<file path="src/rtl/butterfly_feeder.sv">
// Operand feeder for the last radix-2 DIT stage of an 8-point FFT.
// Buffers one 8-sample complex frame, then presents pairs (x[k], x[k+4]) with W8^k.
module butterfly_feeder #(
  parameter int n   = 32,
  parameter int d   = 16,
  parameter int W45 = 46341
) (
  input  logic         clk,
  input  logic         reset,
  input  logic         recv_val,
  output logic         recv_rdy,
  input  logic [n-1:0] recv_r,
  input  logic [n-1:0] recv_c,
  output logic         send_val,
  input  logic         send_rdy,
  output logic [n-1:0] ar,
  output logic [n-1:0] ac,
  output logic [n-1:0] br,
  output logic [n-1:0] bc,
  output logic [n-1:0] wr,
  output logic [n-1:0] wc,
  output logic [1:0]   k_idx
);

  localparam int unsigned DEPTH = 8;

  localparam logic [n-1:0] TW_ZERO  = '0;
  localparam logic [n-1:0] TW_P_ONE = n'(64'(1) << d);
  localparam logic [n-1:0] TW_M_ONE = n'(-(64'(1) << d));
  localparam logic [n-1:0] TW_P_45  = n'(W45);
  localparam logic [n-1:0] TW_M_45  = n'(-W45);

  typedef enum logic {
    LOAD  = 1'b0,
    ISSUE = 1'b1
  } state_t;

  state_t       r_state;
  state_t       w_state_nxt;
  logic [2:0]   r_wr_cnt;
  logic [2:0]   w_wr_cnt_nxt;
  logic [1:0]   r_k;
  logic [1:0]   w_k_nxt;
  logic         w_wr_en;
  logic [n-1:0] r_buf_r [DEPTH];
  logic [n-1:0] r_buf_c [DEPTH];

  // State, write pointer and pair index
  always_ff @(posedge clk or negedge reset) begin
    if (!reset) begin
      r_state  <= LOAD;
      r_wr_cnt <= 3'd0;
      r_k      <= 2'd0;
    end else begin
      r_state  <= w_state_nxt;
      r_wr_cnt <= w_wr_cnt_nxt;
      r_k      <= w_k_nxt;
    end
  end

  // Single frame buffer; cleared on reset so stale data never leaks out
  always_ff @(posedge clk or negedge reset) begin
    if (!reset) begin
      for (int i = 0; i < int'(DEPTH); i++) begin
        r_buf_r[i] <= '0;
        r_buf_c[i] <= '0;
      end
    end else if (w_wr_en) begin
      r_buf_r[r_wr_cnt] <= recv_r;
      r_buf_c[r_wr_cnt] <= recv_c;
    end
  end

  // Next-state and handshake control
  always_comb begin
    w_state_nxt  = r_state;
    w_wr_cnt_nxt = r_wr_cnt;
    w_k_nxt      = r_k;
    w_wr_en      = 1'b0;
    recv_rdy     = 1'b0;
    send_val     = 1'b0;
    case (r_state)
      LOAD: begin
        recv_rdy = 1'b1;
        if (recv_val) begin
          w_wr_en      = 1'b1;
          w_wr_cnt_nxt = r_wr_cnt + 3'd1;
          if (r_wr_cnt == 3'd7) begin
            w_state_nxt = ISSUE;
            w_k_nxt     = 2'd0;
          end
        end
      end
      ISSUE: begin
        send_val = 1'b1;
        if (send_rdy) begin
          w_k_nxt = r_k + 2'd1;
          if (r_k == 2'd3) begin
            w_state_nxt = LOAD;
          end
        end
      end
      default: w_state_nxt = LOAD;
    endcase
  end

  // Operand and twiddle presentation; forced to zero outside ISSUE
  always_comb begin
    ar    = '0;
    ac    = '0;
    br    = '0;
    bc    = '0;
    wr    = '0;
    wc    = '0;
    k_idx = 2'd0;
    if (r_state == ISSUE) begin
      ar    = r_buf_r[{1'b0, r_k}];
      ac    = r_buf_c[{1'b0, r_k}];
      br    = r_buf_r[{1'b1, r_k}];
      bc    = r_buf_c[{1'b1, r_k}];
      k_idx = r_k;
      case (r_k)
        2'd0: begin wr = TW_P_ONE; wc = TW_ZERO;  end
        2'd1: begin wr = TW_P_45;  wc = TW_M_45;  end
        2'd2: begin wr = TW_ZERO;  wc = TW_M_ONE; end
        default: begin wr = TW_M_45; wc = TW_M_45; end
      endcase
    end
  end

endmodule

</file>
<file path="config.mk">
export PLATFORM = sky130hd
export DESIGN_NAME = butterfly_feeder
export DESIGN_NICKNAME = d
export VERILOG_FILES = /design/src/rtl/butterfly_feeder.sv
export SDC_FILE = /design/constraint.sdc
export NUM_CORES = 1
export LEC_CHECK = 0
export CORE_MARGIN = 5
export CORE_UTILIZATION = 50
export CTS_CLUSTER_SIZE = 30
export DETAILED_ROUTE_END_ITERATION = 8
export GPL_ROUTABILITY_DRIVEN = 0
export GPL_TIMING_DRIVEN = 0
export PLACE_DENSITY_LB_ADDON = 0.2
export SLEW_MARGIN = 20
export SYNTH_ARGS = -nofsm -noshare
export SYNTH_HDL_FRONTEND = slang
export SYNTH_SLANG_ARGS = --single-unit
export TNS_END_PERCENT = 100
</file>
<file path="constraint.sdc">
create_clock -name clk -period 5.6 [get_ports clk]
set_input_delay 1.12 -clock clk [delete_from_list [all_inputs] [get_ports clk]]
set_output_delay 1.12 -clock clk [all_outputs]
set_load 0.02 [all_outputs]
</file>
Word-level counts from Yosys, hierarchy flattened. Cells that the tools add are included.

Output and inout port bits: 196. Register bits: 518.

Equality and inequality tests: 7. Reductions and logical operators: 4. Multiplexer cells: 38. Order comparisons: 4. Bitwise operators: 4. $add $sub $neg: 2.

Operators with widths (count): 256-bit bitwise mux (2); 32-bit 2-to-1 mux (15); 32-bit binary-select mux with 3-bit select (4); 32-bit demux with 3-bit select (1); 32-bit case mux with 3 select lines (1); 32-bit case mux with 2 select lines (1); 4-bit >= comparator (second input constant) (3); 1-bit 2-to-1 mux (8); 2-bit 2-to-1 mux (4); 3-bit inverter with 4-bit output (2); 2-bit != test (second input constant) (3); 2-bit equality test (second input constant) (2); 4-bit by 1-bit less-than comparator with 1-bit output (second input constant) (1); 2-bit inverter with 4-bit output (1); 2-bit case mux with 2 select lines (1); 3-bit by 1-bit adder with 3-bit output (second input constant) (1); 3-bit equality test (second input constant) (1); 3-bit AND reduction (1); 2-bit by 1-bit adder with 2-bit output (second input constant) (1); 2-bit by 1-bit equality test with 1-bit output (second input constant) (1); 2-bit logical NOT (1); 1-bit case mux with 2 select lines (1); 2-bit AND reduction (1); 1-bit logical AND (1); 1-bit inverter (1).

Longest topological paths before layout.
Depth after elaboration: 6. Depth in mapped cells: 7. Gate-level depth less buffers: 5.

Worst setup path after synthesis. No wires, ideal clock.

Kind: flip-flop to output port. From: register r_state. To: output wc[11]. Arrival time: 2572 ps. Cell stages (with the launch flop): 6. Setup slack: 1908 ps. Data required time: 4480 ps. Cells stage by stage: dfrtp_1 > buf_2 > clkbuf_1 > clkinv_1 > nor3_1 > buf_4.

Longest elaborated chain between the ends: 1.

RTL lines: start: declaration (RTL line 38) `state_t r_state;`; start signal: assignment (RTL line 55) `r_state <= w_state_nxt;`; 32-bit 2-to-1 mux (RTL line 116) `if (r_state == ISSUE) begin`; end: declaration (RTL line 21) `output logic [n-1:0] wc,`.

No other way between the ends.

Worst setup path after layout.
From: register r_k[1]. To: output wc[6].

Longest elaborated chain between the ends: 3.

RTL lines: start: declaration (RTL line 42) `logic [1:0] r_k;`; start signal: assignment (RTL line 57) `r_k <= w_k_nxt;`; 2-bit equality test / 2-bit logical NOT (equally long branches) (RTL line 122) `case (r_k)`; 32-bit case mux with 2 select lines * (RTL line 122); 32-bit 2-to-1 mux * (RTL line 116).

Every way passes the cells marked *; elsewhere a longest branch is shown, timed or not.

==> results_dict.tcl <==
set metrics [dict create \
    dp_hpwl_um 38200 \
    grt_use_met3_pct 3.87 \
    synth.area.mux_share_pct 38.2 \
    grtUsageMet2_pct 35.4 \
    slew_violations 0 \
    die_area_sq_um 54700 \
    power_density_nw_per_um2 642 \
    cp_top_family "buffers and inverters" \
    worst_pin_slew_ps 972 \
    antenna_found_initial 5 \
    cts_tree "built" \
    cts_buffers 55 \
    cp_cell_sequence "clkbuf_1 -> clkbuf_1 -> buf_2 -> inv_1 -> ha_1 -> nor3_2 -> buf_4 -> clkdlybuf4s50_1" \
    min_period_over_period_pct 97.1 \
    hold_class "input port to asynchronous set/reset pin" \
    ys_types 37 \
    core_area_sq_um 49900 \
    die_h_um 234 \
    worst_ep_required_time_ps 4480 \
    crit_fanout 10 \
    routed_wl_um 58000 \
    rsz0062_at_grt "false" \
    syn_to_final_growth_pct 21.6 \
    path_clk_slew_ps 60 \
    max_freq_mhz 184 \
    nets 1885 \
    drv_cap 0 \
    io_pins 264 \
    synth-edff-count 0 \
    synth_xor_area_share_pct 0.0699 \
    synth_top_family_by_area "multiplexers" \
    placementRows 82 \
    grt_usage_pct 21.5 \
    min_period_ps 5440 \
    crit_top_cell "clkbuf_1" \
    cts_setup_buffers 0 \
    end_kind "output port" \
    finClkSkew_ps 9.64 \
    cp_slowest_cell "clkbuf_1" \
    synthSimpleGateAreaFrac_pct 3.93 \
    routedWlPerCell_um 23.0 \
    port_buffers 257 \
    grt_first_pass_wirelength_um 90900 \
    viasPerCell 5.41 \
    ir_drop_mv 0.390 \
    met1_usage_pct 29.8 \
    path_buf_inv 6 \
    crit_type "register to output port" \
    synth_top_area_share_pct 51.7 \
    async_flop_share_pct 100 \
    grt_overflow 0 \
    yosysWarnings 0 \
    ant_nets 0 \
    ys.flop_type "dfrtp_1" \
    status "complete, no violations" \
    cts_root_buf "clkbuf_16" \
    startpoint_type "register" \
    drtIter0Drc 735 \
    crit_path_max_incr_delay_ps 630 \
    clockBufferDepth 3 \
    drive_gt1_share_pct 47.3 \
    grt_max_degree 104 \
    ys_top_cells_by_count "dfrtp_1 (518), mux2_2 (265), mux2_4 (240)" \
    synthCells 1486 \
    synth_top_area_cell "dfrtp_1" \
    synth_area_sq_um 25100 \
    fillers 3769 \
    synth-adder-area-share_pct 0.349 \
    worstPathArrival_ps 4320 \
    ys_top_cells_by_area "dfrtp_1 (52%), mux2_4 (14%), mux2_2 (12%)" \
    numClockSinks 518 \
    drc 0 \
    final_core_util_pct 61.1 \
    htreeDepth 2 \
    multi_input_area_sq_um 10700 \
    synth_seq_cells 518 \
    ys_seq_area_share_pct 51.7 \
    synth_most_common_cell "dfrtp_1" \
    synth_compound_area_share_pct 0.0849 \
    relSlewSlack_pct 35.2 \
    die_width_um 234 \
    start_util_pct 50.3 \
    setup_violations 0 \
    hold_viol 0 \
    register_area_sq_um 13000 \
    synth_area_per_cell_sq_um 16.9 \
    clk_latency_ps 590 \
    grt_pass1_vias 15100 \
    vias 13600 \
    power.total_w 0.0196 \
    busiest_layer "met2" \
    drtPass1Iterations 4 \
    leakagePower_nw 13.5 \
]
==> placed cells by master, fill, tap and decap left out, types with 3 or more instances in the layout <==
master and n:
mux4_2 128, and2_1 130, mux2_2 265, buf_16 5
buf_12 12, clkinvlp_4 3, ha_1 7, clkbuf_16 57
conb_1 6, diode_2 3, nand2_1 3, buf_2 14
buf_6 47, bufinv_16 3, clkdlybuf4s50_1 256, dfrtp_1 518
mux2_4 240, mux2_1 9, clkbuf_8 13, clkinv_2 11
clkbuf_1 29, buf_4 62, nor2_1 3
==> per-stage QoR <==
stage,setup slack (ps),hold slack (ps),TNS [ps],cells,instance area (sq um)
after floorplan,1910,453,0,1491,25100
after global placement,-18630,462,-9612820,2420,28500
after detailed placement,516,474,0,2425,28600
after CTS,0.724,460,0,2521,30400
after global routing,2.89,494,0,2524,30500
final,165,472,0,2524,30500
==> sequential cells by signal, summed over array words and instances (netlist names) <==
signal and cells:
r_wr_cnt 3, r_state 1, r_k 2, r_buf_r 256
r_buf_c 256
==> final timing paths <==
path	slack (ps)	to	cells past startpoint	startpoint
setup reg to reg	2780	r_k[1]	7	r_k[1]
hold reg to reg	490	r_buf_c[170]	1	r_buf_c[170]
min in group clk	490	r_buf_c[170]	1	r_buf_c[170]
hold / removal	470	r_buf_r[9]	1	reset
setup / recovery	160	wc[6]	8	r_k[1]
max in group asynchronous	3340	r_buf_c[235]	4	reset
==> power breakdown <==
part | total (W) | switching [W] | leakage (nW) | internal [W]
Clock | 0.00364 | 0.00149 | 0.892 | 0.00216
Combinational | 0.00941 | 0.00386 | 6.27 | 0.00555
Sequential | 0.00651 | 0.000953 | 6.36 | 0.00556
==> final cells by class <==
| class | count | share of cell area [%] |
|---|---|---|
| diodes | 3 | 0.0246 |
| plain buffers | 157 | 4.56 |
| clock buffers | 79 | 5.38 |
| clock inverters | 17 | 0.550 |
| inverters | 3 | 0.0370 |
| multi-input cells | 813 | 35.2 |
| flip-flops and latches | 518 | 42.6 |
| well taps | 672 | 2.76 |
| repair buffers | 262 | 8.91 |
==> metal layers <==
metal / up-vias / part of all wire (%)
li1: 5976 / -
met2: 285 / 49
met3: 86 / 4.5
met4: 4 / 2.1
met1: 7294 / 45
met5: - / 0.045
==> repair_timing <==
item                       CTS  global route
gates resized for setup      1             1
hold buffers                 0             0
setup endpoints to repair   10            15
==> worst register-to-register path: cells and delay by family, from the launching register on <==
kind | cells | cell delay, ps
buffers and inverters | 4 | 1620
AOI/OAI and AO/OA | 1 | 80
DFF | 1 | 500
adders and majority gates | 1 | 350
muxes | 1 | 140
==> cells by family after synthesis <==
kind of cell,Yosys count
adder cells (fa/ha/maj),7
AO/OA/AOI/OAI,4
XOR/XNOR,2
flip-flops,518
multiplexers,643
buffers and inverters,160
AND/OR/NAND/NOR,151
other,1
Power figures use the tool's default switching activity.
